$ cat config.mk
export PLATFORM = sky130hd
export DESIGN_NAME = fetch_unit
export DESIGN_NICKNAME = d
export VERILOG_FILES = /design/src/rtl/fetch_unit_pkg.sv /design/src/rtl/fetch_unit_pc_reg.sv /design/src/rtl/fetch_unit.sv
export SDC_FILE = /design/constraint.sdc
export NUM_CORES = 1
export LEC_CHECK = 0
export CORE_ASPECT_RATIO = 0.75
export CORE_MARGIN = 2
export CORE_UTILIZATION = 50
export DETAILED_ROUTE_END_ITERATION = 7
export PLACE_DENSITY = 0.88
export SLEW_MARGIN = 20
export SYNTH_ARGS = -nofsm -noshare
export SYNTH_HDL_FRONTEND = slang
export SYNTH_SLANG_ARGS = --single-unit
$ cat constraint.sdc
create_clock -name clk -period 5.9 [get_ports clk]
set_input_delay 1.18 -clock clk [delete_from_list [all_inputs] [get_ports clk]]
set_output_delay 1.18 -clock clk [all_outputs]
set_load 0.1 [all_outputs]
$ cat src/rtl/fetch_unit_pkg.sv
// -----------------------------------------------------------------------------
// fetch_unit_pkg
//   Shared definitions for the instruction-fetch front end:
//     - OP_WIDTH          : opcode field width of a MIPS32 instruction
//     - TRUE / FALSE      : single-bit boolean constants
//     - RESET_PC_DEFAULT  : default PC after reset
//     - INSTR_OP_HI/LO    : opcode field bounds inside the instruction word
//     - fetch_state_t     : FSM state encodings (FETCH_IDLE / FETCH_REQ)
//     - is_word_aligned() : alignment check for redirect targets
// -----------------------------------------------------------------------------
package fetch_unit_pkg;

  localparam int OP_WIDTH    = 6;
  localparam int INSTR_OP_HI = 31;
  localparam int INSTR_OP_LO = 26;

  localparam logic TRUE  = 1'b1;
  localparam logic FALSE = 1'b0;

  localparam logic [31:0] RESET_PC_DEFAULT = 32'h0000_0000;

  typedef enum logic {
    FETCH_IDLE = 1'b0,
    FETCH_REQ  = 1'b1
  } fetch_state_t;

  // Instruction addresses must sit on a 4-byte boundary.
  function automatic logic is_word_aligned(input logic [1:0] lsb);
    return (lsb == 2'b00);
  endfunction

endpackage

$ cat src/rtl/fetch_unit_pc_reg.sv
// -----------------------------------------------------------------------------
// pc_reg
//   Program-counter register of the fetch front end.
//   Owns the PC, the link value (address of latched instruction + 4), the
//   pending-redirect register used while a fetch is outstanding, and the
//   alignment check on redirect targets.
//
// Ports:
//   clk, rst         clock, synchronous active-high reset
//   pc_load          redirect request
//   pc_load_val      redirect target
//   idle             fetch FSM is in IDLE
//   complete         outstanding fetch completes this cycle (REQ & rvalid)
//   fetch_addr       address of the outstanding fetch (imem_addr)
//   next_fetch_addr  address a fetch started this cycle should use
//   pc               current PC
//   pc_plus4         address of the latched instruction + 4
//   addr_err         one-cycle pulse after a misaligned redirect
// -----------------------------------------------------------------------------
module pc_reg
  import fetch_unit_pkg::*;
#(
  parameter int                ADDR_W   = 32,
  parameter logic [ADDR_W-1:0] RESET_PC = ADDR_W'(RESET_PC_DEFAULT)
) (
  input  logic              clk,
  input  logic              rst,
  input  logic              pc_load,
  input  logic [ADDR_W-1:0] pc_load_val,
  input  logic              idle,
  input  logic              complete,
  input  logic [ADDR_W-1:0] fetch_addr,
  output logic [ADDR_W-1:0] next_fetch_addr,
  output logic [ADDR_W-1:0] pc,
  output logic [ADDR_W-1:0] pc_plus4,
  output logic              addr_err
);

  logic              load_aligned;
  logic              load_ok;
  logic [ADDR_W-1:0] addr_plus4;
  logic [ADDR_W-1:0] pend_addr;
  logic              pend_vld;

  // A misaligned target is dropped entirely; only addr_err reports it.
  assign load_aligned = is_word_aligned(pc_load_val[1:0]);
  assign load_ok      = pc_load & load_aligned;

  // Modulo 2^ADDR_W: 0xFFFF_FFFC + 4 wraps to 0.
  assign addr_plus4 = fetch_addr + ADDR_W'(4);

  // A redirect arriving together with fetch_start wins over the current PC.
  assign next_fetch_addr = load_ok ? pc_load_val : pc;

  always_ff @(posedge clk) begin
    if (rst) begin
      pc       <= RESET_PC;
      pc_plus4 <= RESET_PC + ADDR_W'(4);
      pend_vld <= FALSE;
      addr_err <= FALSE;
    end else begin
      addr_err <= pc_load & ~load_aligned;
      if (idle) begin
        if (load_ok) begin
          pc <= pc_load_val;
        end
        pend_vld <= FALSE;
      end else if (complete) begin
        // A redirect on the completion cycle is newer than any pending one.
        if (load_ok) begin
          pc <= pc_load_val;
        end else if (pend_vld) begin
          pc <= pend_addr;
        end else begin
          pc <= addr_plus4;
        end
        pc_plus4 <= addr_plus4;
        pend_vld <= FALSE;
      end else if (load_ok) begin
        pend_vld <= TRUE;
      end
    end
  end

  // Pending target is pure data; pend_vld alone says whether it is meaningful.
  always_ff @(posedge clk) begin
    if (!idle && !complete && load_ok) begin
      pend_addr <= pc_load_val;
    end
  end

endmodule

$ cat src/rtl/fetch_unit.sv
// -----------------------------------------------------------------------------
// fetch_unit
//   Instruction-fetch front end of the multicycle MIPS32 core. On a
//   fetch_start strobe it issues one request to instruction memory, holds
//   imem_req/imem_addr stable until imem_rvalid, then latches the instruction,
//   presents op_code and pulses fetch_done. PC redirects may arrive at any
//   time; during a fetch they are deferred until completion.
//
// Ports:
//   clk, rst      clock, synchronous active-high reset
//   fetch_start   single-cycle fetch strobe from the sequencer
//   pc_load       redirect request, pc_load_val = target
//   imem_req      memory request, held until imem_rvalid
//   imem_addr     word-aligned fetch address
//   imem_rvalid   read data valid (completes the request)
//   imem_rdata    instruction word
//   pc            current PC
//   pc_plus4      address of latched instruction + 4 (JAL link)
//   instr         latched instruction, op_code = its top OP_W bits
//   fetch_done    one-cycle pulse when instr updates
//   busy          fetch outstanding
//   addr_err      one-cycle pulse on a misaligned redirect target
//   overrun       sticky: fetch_start seen while busy
// -----------------------------------------------------------------------------
module fetch_unit
  import fetch_unit_pkg::*;
#(
  parameter int                ADDR_W   = 32,
  parameter int                DATA_W   = 32,
  parameter int                OP_W     = OP_WIDTH,
  parameter logic [ADDR_W-1:0] RESET_PC = ADDR_W'(RESET_PC_DEFAULT)
) (
  input  logic              clk,
  input  logic              rst,
  input  logic              fetch_start,
  input  logic              pc_load,
  input  logic [ADDR_W-1:0] pc_load_val,
  output logic              imem_req,
  output logic [ADDR_W-1:0] imem_addr,
  input  logic              imem_rvalid,
  input  logic [DATA_W-1:0] imem_rdata,
  output logic [ADDR_W-1:0] pc,
  output logic [ADDR_W-1:0] pc_plus4,
  output logic [DATA_W-1:0] instr,
  output logic [OP_W-1:0]   op_code,
  output logic              fetch_done,
  output logic              busy,
  output logic              addr_err,
  output logic              overrun
);

  fetch_state_t      state_q;
  fetch_state_t      state_d;
  logic              idle;
  logic              start;
  logic              complete;
  logic [ADDR_W-1:0] next_fetch_addr;

  logic              req_d;
  logic              busy_d;
  logic              done_d;
  logic              overrun_d;

  assign idle     = (state_q == FETCH_IDLE);
  assign start    = idle & fetch_start;
  // rvalid outside REQ (e.g. a late response after reset) is ignored.
  assign complete = (state_q == FETCH_REQ) & imem_rvalid;

  pc_reg #(
    .ADDR_W   (ADDR_W),
    .RESET_PC (RESET_PC)
  ) u_pc_reg (
    .clk             (clk),
    .rst             (rst),
    .pc_load         (pc_load),
    .pc_load_val     (pc_load_val),
    .idle            (idle),
    .complete        (complete),
    .fetch_addr      (imem_addr),
    .next_fetch_addr (next_fetch_addr),
    .pc              (pc),
    .pc_plus4        (pc_plus4),
    .addr_err        (addr_err)
  );

  // State register
  always_ff @(posedge clk) begin
    if (rst) begin
      state_q <= FETCH_IDLE;
    end else begin
      state_q <= state_d;
    end
  end

  // Next-state logic
  always_comb begin
    state_d = state_q;
    case (state_q)
      FETCH_IDLE: if (fetch_start) state_d = FETCH_REQ;
      FETCH_REQ:  if (imem_rvalid) state_d = FETCH_IDLE;
      default:    state_d = FETCH_IDLE;
    endcase
  end

  // Output logic: next values of the registered outputs
  always_comb begin
    req_d     = (state_d == FETCH_REQ);
    busy_d    = (state_d == FETCH_REQ);
    done_d    = complete;
    overrun_d = overrun | (~idle & fetch_start);
  end

  // Registered outputs
  always_ff @(posedge clk) begin
    if (rst) begin
      imem_req   <= FALSE;
      busy       <= FALSE;
      fetch_done <= FALSE;
      overrun    <= FALSE;
      imem_addr  <= RESET_PC;
      instr      <= '0;
    end else begin
      imem_req   <= req_d;
      busy       <= busy_d;
      fetch_done <= done_d;
      overrun    <= overrun_d;
      // Address is captured once at start and held for the whole request.
      if (start) begin
        imem_addr <= next_fetch_addr;
      end
      if (complete) begin
        instr <= imem_rdata;
      end
    end
  end

  assign op_code = instr[DATA_W-1 -: OP_W];

endmodule

**Word-level counts from Yosys, hierarchy flattened**

Index checks and enable logic that the tools add are counted.

- Input bits: 69
- Output and inout port bits: 139
- Register bits: 165

- Multiplexer cells: 8
- Add/subtract/negate cells: 1
- Reduce and logical (&&, ||, !) cells: 6
- Bitwise gates (word level): 8
- Eq/ne operators: 1

Operator list:

| operator | count |
|---|---|
| 32-bit 2-to-1 mux | 5 |
| 32-bit by 3-bit adder with 32-bit output (second input constant) | 1 |
| 1-bit AND | 5 |
| 3-bit OR reduction | 1 |
| 1-bit logical AND | 2 |
| 2-bit zero test | 1 |
| 1-bit 2-to-1 mux | 2 |
| 2-bit by 1-bit != test with 1-bit output (second input constant) | 1 |
| 1-bit inverter | 2 |
| 1-bit case mux with 2 select lines | 1 |
| 2-bit AND reduction | 1 |
| 1-bit zero test | 1 |
| 1-bit bitwise OR | 1 |

**Depth between registers and ports, before layout**

- Word-level depth: 5
- Depth in mapped cells: 8
- Mapped depth without buffers: 6

**Hierarchy**

A second synthesis with hierarchy kept.

- Cells, all modules: 861
- Area, all modules: 7,953.9 um^2

By module, submodules not included:

| module | sequential area each (um^2) | area an instance (um^2) | times used | cells an instance |
|---|---|---|---|---|
| pc_reg | 2,282.2 | 4,827.1 | 1 | 552 |
| fetch_unit | 1,341.3 | 3,126.7 | 1 | 309 |

**Worst setup path after synthesis**

Ideal clock, no wire load.

- Path type: input port to flip-flop
- From: in pc_load_val[1]
- To: reg u_pc_reg.pend_addr[0], enable pin
- Arrival time: 3.640 ns
- Setup time: 0.421 ns
- Cell stages on the path: 5
- Setup slack: 1.839 ns
- Data required time: 5.479 ns
- Path through: or3b_2 -> clkbuf_1 -> clkbuf_1 -> buf_1 -> nor2_1

- Cells in the longest elaborated chain, start to end: 3

Ends and longest elaborated chain:

| element | line | text |
|---|---|---|
| from (decl) | fetch_unit.sv:37 | `input logic [ADDR_W-1:0] pc_load_val,` |
| 2-bit zero test | fetch_unit_pkg.sv:29 | `return (lsb == 2'b00);` |
| 1-bit AND | fetch_unit_pc_reg.sv:47 | `assign load_ok = pc_load & load_aligned;` |
| 1-bit logical AND | fetch_unit_pc_reg.sv:87 | `if (!idle && !complete && load_ok) begin` |
| to (signal assigned) | fetch_unit_pc_reg.sv:88 | `pend_addr <= pc_load_val;` |
| to (decl) | fetch_unit_pc_reg.sv:42 | `logic [ADDR_W-1:0] pend_addr;` |

No other way between the ends.
A chain may end at the register's enable or synchronous reset.

**Worst setup path in the final report**

- From: in imem_rvalid
- To: reg u_pc_reg.pc[15]

- Cells in the longest elaborated chain, start to end: 2

Ends and longest elaborated chain:

| element | line | text |
|---|---|---|
| from (decl) | fetch_unit.sv:40 | `input logic imem_rvalid,` |
| 1-bit AND | fetch_unit.sv:67 | `assign complete = (state_q == FETCH_REQ) & imem_rvalid;` |
| 2-bit by 1-bit != test with 1-bit output (no line) | - |  |
| to (signal assigned) | fetch_unit_pc_reg.sv:71 | `pc <= pc_load_val;` |
| to (signal assigned) | fetch_unit_pc_reg.sv:73 | `pc <= pend_addr;` |
| to (signal assigned) | fetch_unit_pc_reg.sv:75 | `pc <= addr_plus4;` |
| to (decl) | fetch_unit_pc_reg.sv:34 | `output logic [ADDR_W-1:0] pc,` |

No other way between the ends.

==> impl_metrics.toml <==
[setup_path]
cp.required_ps = 6220
rr_startpoint = "busy"
cp-start-kind = "input port"
criticalPathCategory = "input port to flop"
worst-path-max-fanout = 19
r2r_cells = 7
worstPathArrival_ps = 4050
r2r_setup_slack_ps = 3140
endpoint_kind = "flop"
r2r_end = "u_pc_reg.pc[11]"

[final_layout]
area_growth_pct = 36.89
seq_area_um2 = 3623
diodes = 0
final_layout_size_suffix_gt1_frac = 0.06024
multi_input_area_um2 = 3139
utilization = 0.7054
nFillCells = 1018
nNetsFinal = 1053

[drt]
vias_per_cell = 6.116
first_pass_iters = 6
drc_errors = 0
dr.first_iter.drc_count = 1059
ant_nets = 0
vias = 7162
wl_per_cell_um = 19.53
drt_wl_total_mm = 22.87

[sta]
final.setup_skew_ps = 9.250
hold_viol = 0
timing.setup.tns_ps = 0
worstMarginPinSlew_ps = 1108
period_share = 0.6320
grt_setup_unrepaired = "no"
max_freq_mhz = 268.2
finalSetupViolCount = 0
relSlewSlack = 0.2599
final_max_slew_viol_count = 0
min_period_ps = 3729

[worst_hold_path]
hp-class = "flop to flop"
hold_end = "instr[3]"
holdCritStartpoint = "instr[3]"
hold_depth = 2

[clock_network]
cts_inserted_buffers = 17
cts_hold_buffers = 0
cts_resized = 0
cts_tree = "built"
worst_skew_pair.late_latency_ps = 420
clockBufferDepth = 2
cts_setup_buffers = 0
root_buffer = "clkbuf_16"
clk_pin_slew_worst_paths_ps = 60
clock_sinks = 165
h-tree-depth = 4

[yosys]
ys_seq_elements = 165
synth_ff_type = "dfxtp_1"
synth_warnings = 0
syn_avg_cell_area_um2 = 8.659
synth_edf_count = 32
synthArstFlopShare = 0
syn-num-nets = 891
syn-cell-area_um2 = 7109
netlist-cell-type-count = 61
syn_inst = 821
yosysSeqAreaShare = 0.5097

[die]
core_area_um2 = 13800
fp.dieH_um = 107.3
num_io_pins = 208
rows = 37
die-area_um2 = 15200
die_width_um = 141.7
start_util = 0.5153

[global_route]
overflow = 0
track_usage = 0.2968
antenna_found_initial = 0
grt_pass1_wl_mm = 35.29
grt_pass1_vias = 6643
grt_max_degree = 63

[run]
drv_cap = 0

[power_and_ir_drop]
ir_worst_vdd_mv = 0.2396
power_w = 0.003059
power_leakage_nw = 3.243
power_density_nw_per_um2 = 314.3

[place]
dp_hpwl_mm = 15.04
gp_congestion = 0.8788
port_buffers = 207

[status]
outcome = "finished, final reports clean"
[how the worst max path moves through the flow]
stage / from / end / slack, ps / cells past startpoint
final: imem_rvalid / u_pc_reg.pc[15] / 2170 / 7
after global routing: imem_rvalid / u_pc_reg.pc[11] / 2040 / 7
after CTS: imem_rvalid / u_pc_reg.pc[15] / 2290 / 7
after detailed placement: imem_rvalid / u_pc_reg.pc[15] / 1850 / 7
after global placement: imem_rvalid / u_pc_reg.pc[15] / 1910 / 7
after floorplan: pc_load_val[1] / u_pc_reg.pend_addr[0] / 1840 / 5
[cells in the mapped netlist, drive strengths merged, types with 3 or more instances]
master    n  area [µm²]
nor2     70       262.8
xnor2    13       113.9
o211ai    4       30.03
a311oi   23       201.4
buf      20       121.4
a22oi    21       157.7
a31oi     7       43.79
nand2   155       581.8
clkbuf   56       211.5
edfxtp   32       960.9
o21a      4       30.03
o221ai    9       78.83
o31a      4       37.54
o21ai    50       250.2
and3      5       31.28
or4       3       26.27
xor2      7       61.31
nand2b    3       18.77
a21oi    60       300.3
a221oi    4       35.03
dfxtp   133        2663
inv      10       37.54
nand3    23       115.1
o22ai    13       81.33
a21boi    3       22.52
nor3     27       135.1
o21bai    3       22.52
and2      3       18.77
nor2b     3       18.77
nand4     5       43.79
a211oi   12       95.09
nor4      9       56.30
[worst max-delay path, stage by stage]
cell and delay (ps):
clkdlybuf4s50_1 650, nand2b_1 720, o21ai_1 610, buf_4 380
a22oi_1 180, o21ai_0 90, a31o_2 230
[report_power, final]
part,switching [W],internal [W]
combinational,0.000548,0.000189
clock,0.000443,0.000620
sequential,0.0000573,0.00120
total,0.00105,0.00201
[per-stage QoR]
step / hold slack, ps / std cells / worst slack (ps) / cell area (µm²)
2_1_floorplan: 455.9 / 821 / 1839 / 7109
3_5_place_dp: 445.8 / 1139 / 1853 / 9179
5_1_grt: 472.1 / 1171 / 2035 / 9732
6_report: 452.6 / 1171 / 2171 / 9732
4_1_cts: 454.2 / 1171 / 2288 / 9732
3_3_place_gp: 441.1 / 1139 / 1907 / 9179
[logic make-up (layout without fill, tap and decap cells)]
group	Yosys count	after routing	synth area share
buffers and inverters	86	261	0.05209
muxes	4	4	0.005984
DFF	165	165	0.5097
AOI/OAI and AO/OA	229	229	0.2101
and+or+nand+nor	316	316	0.1957
xor gates and xnor gates	20	20	0.02464
adders and majority gates	1	1	0.001760
[layout by cell type, fill, tap and decap left out, drive strengths merged, types with 22 or more instances in the layout]
cell	instances
clkdlybuf4s50	206
nand2	155
dfxtp	133
nor2	70
a21oi	60
o21ai	50
edfxtp	32
nor3	27
nand3	23
a311oi	23
clkbuf	22
[routing by layer]
metal  up-vias  part of all wire  global-route usage  routed length [µm]
li1       3259                 -                   -                   -
met1      3357              0.40              0.4051                9202
met2       493              0.45              0.4494               10370
met3        53              0.12             0.07429                2669
met4         0             0.027              0.1286                 620
met5         -                 0                   0                   0
[final cells by class]
cell class / count / area share
Tap cell: 175 / 0.02250
Clock inverter: 10 / 0.01119
Clock buffer: 22 / 0.04564
Sequential cell: 165 / 0.3723
Multi-Input combinational cell: 570 / 0.3226
Timing Repair Buffer: 219 / 0.2219
Inverter: 10 / 0.003857
No activity file was read; power rests on OpenSTA's default activity.
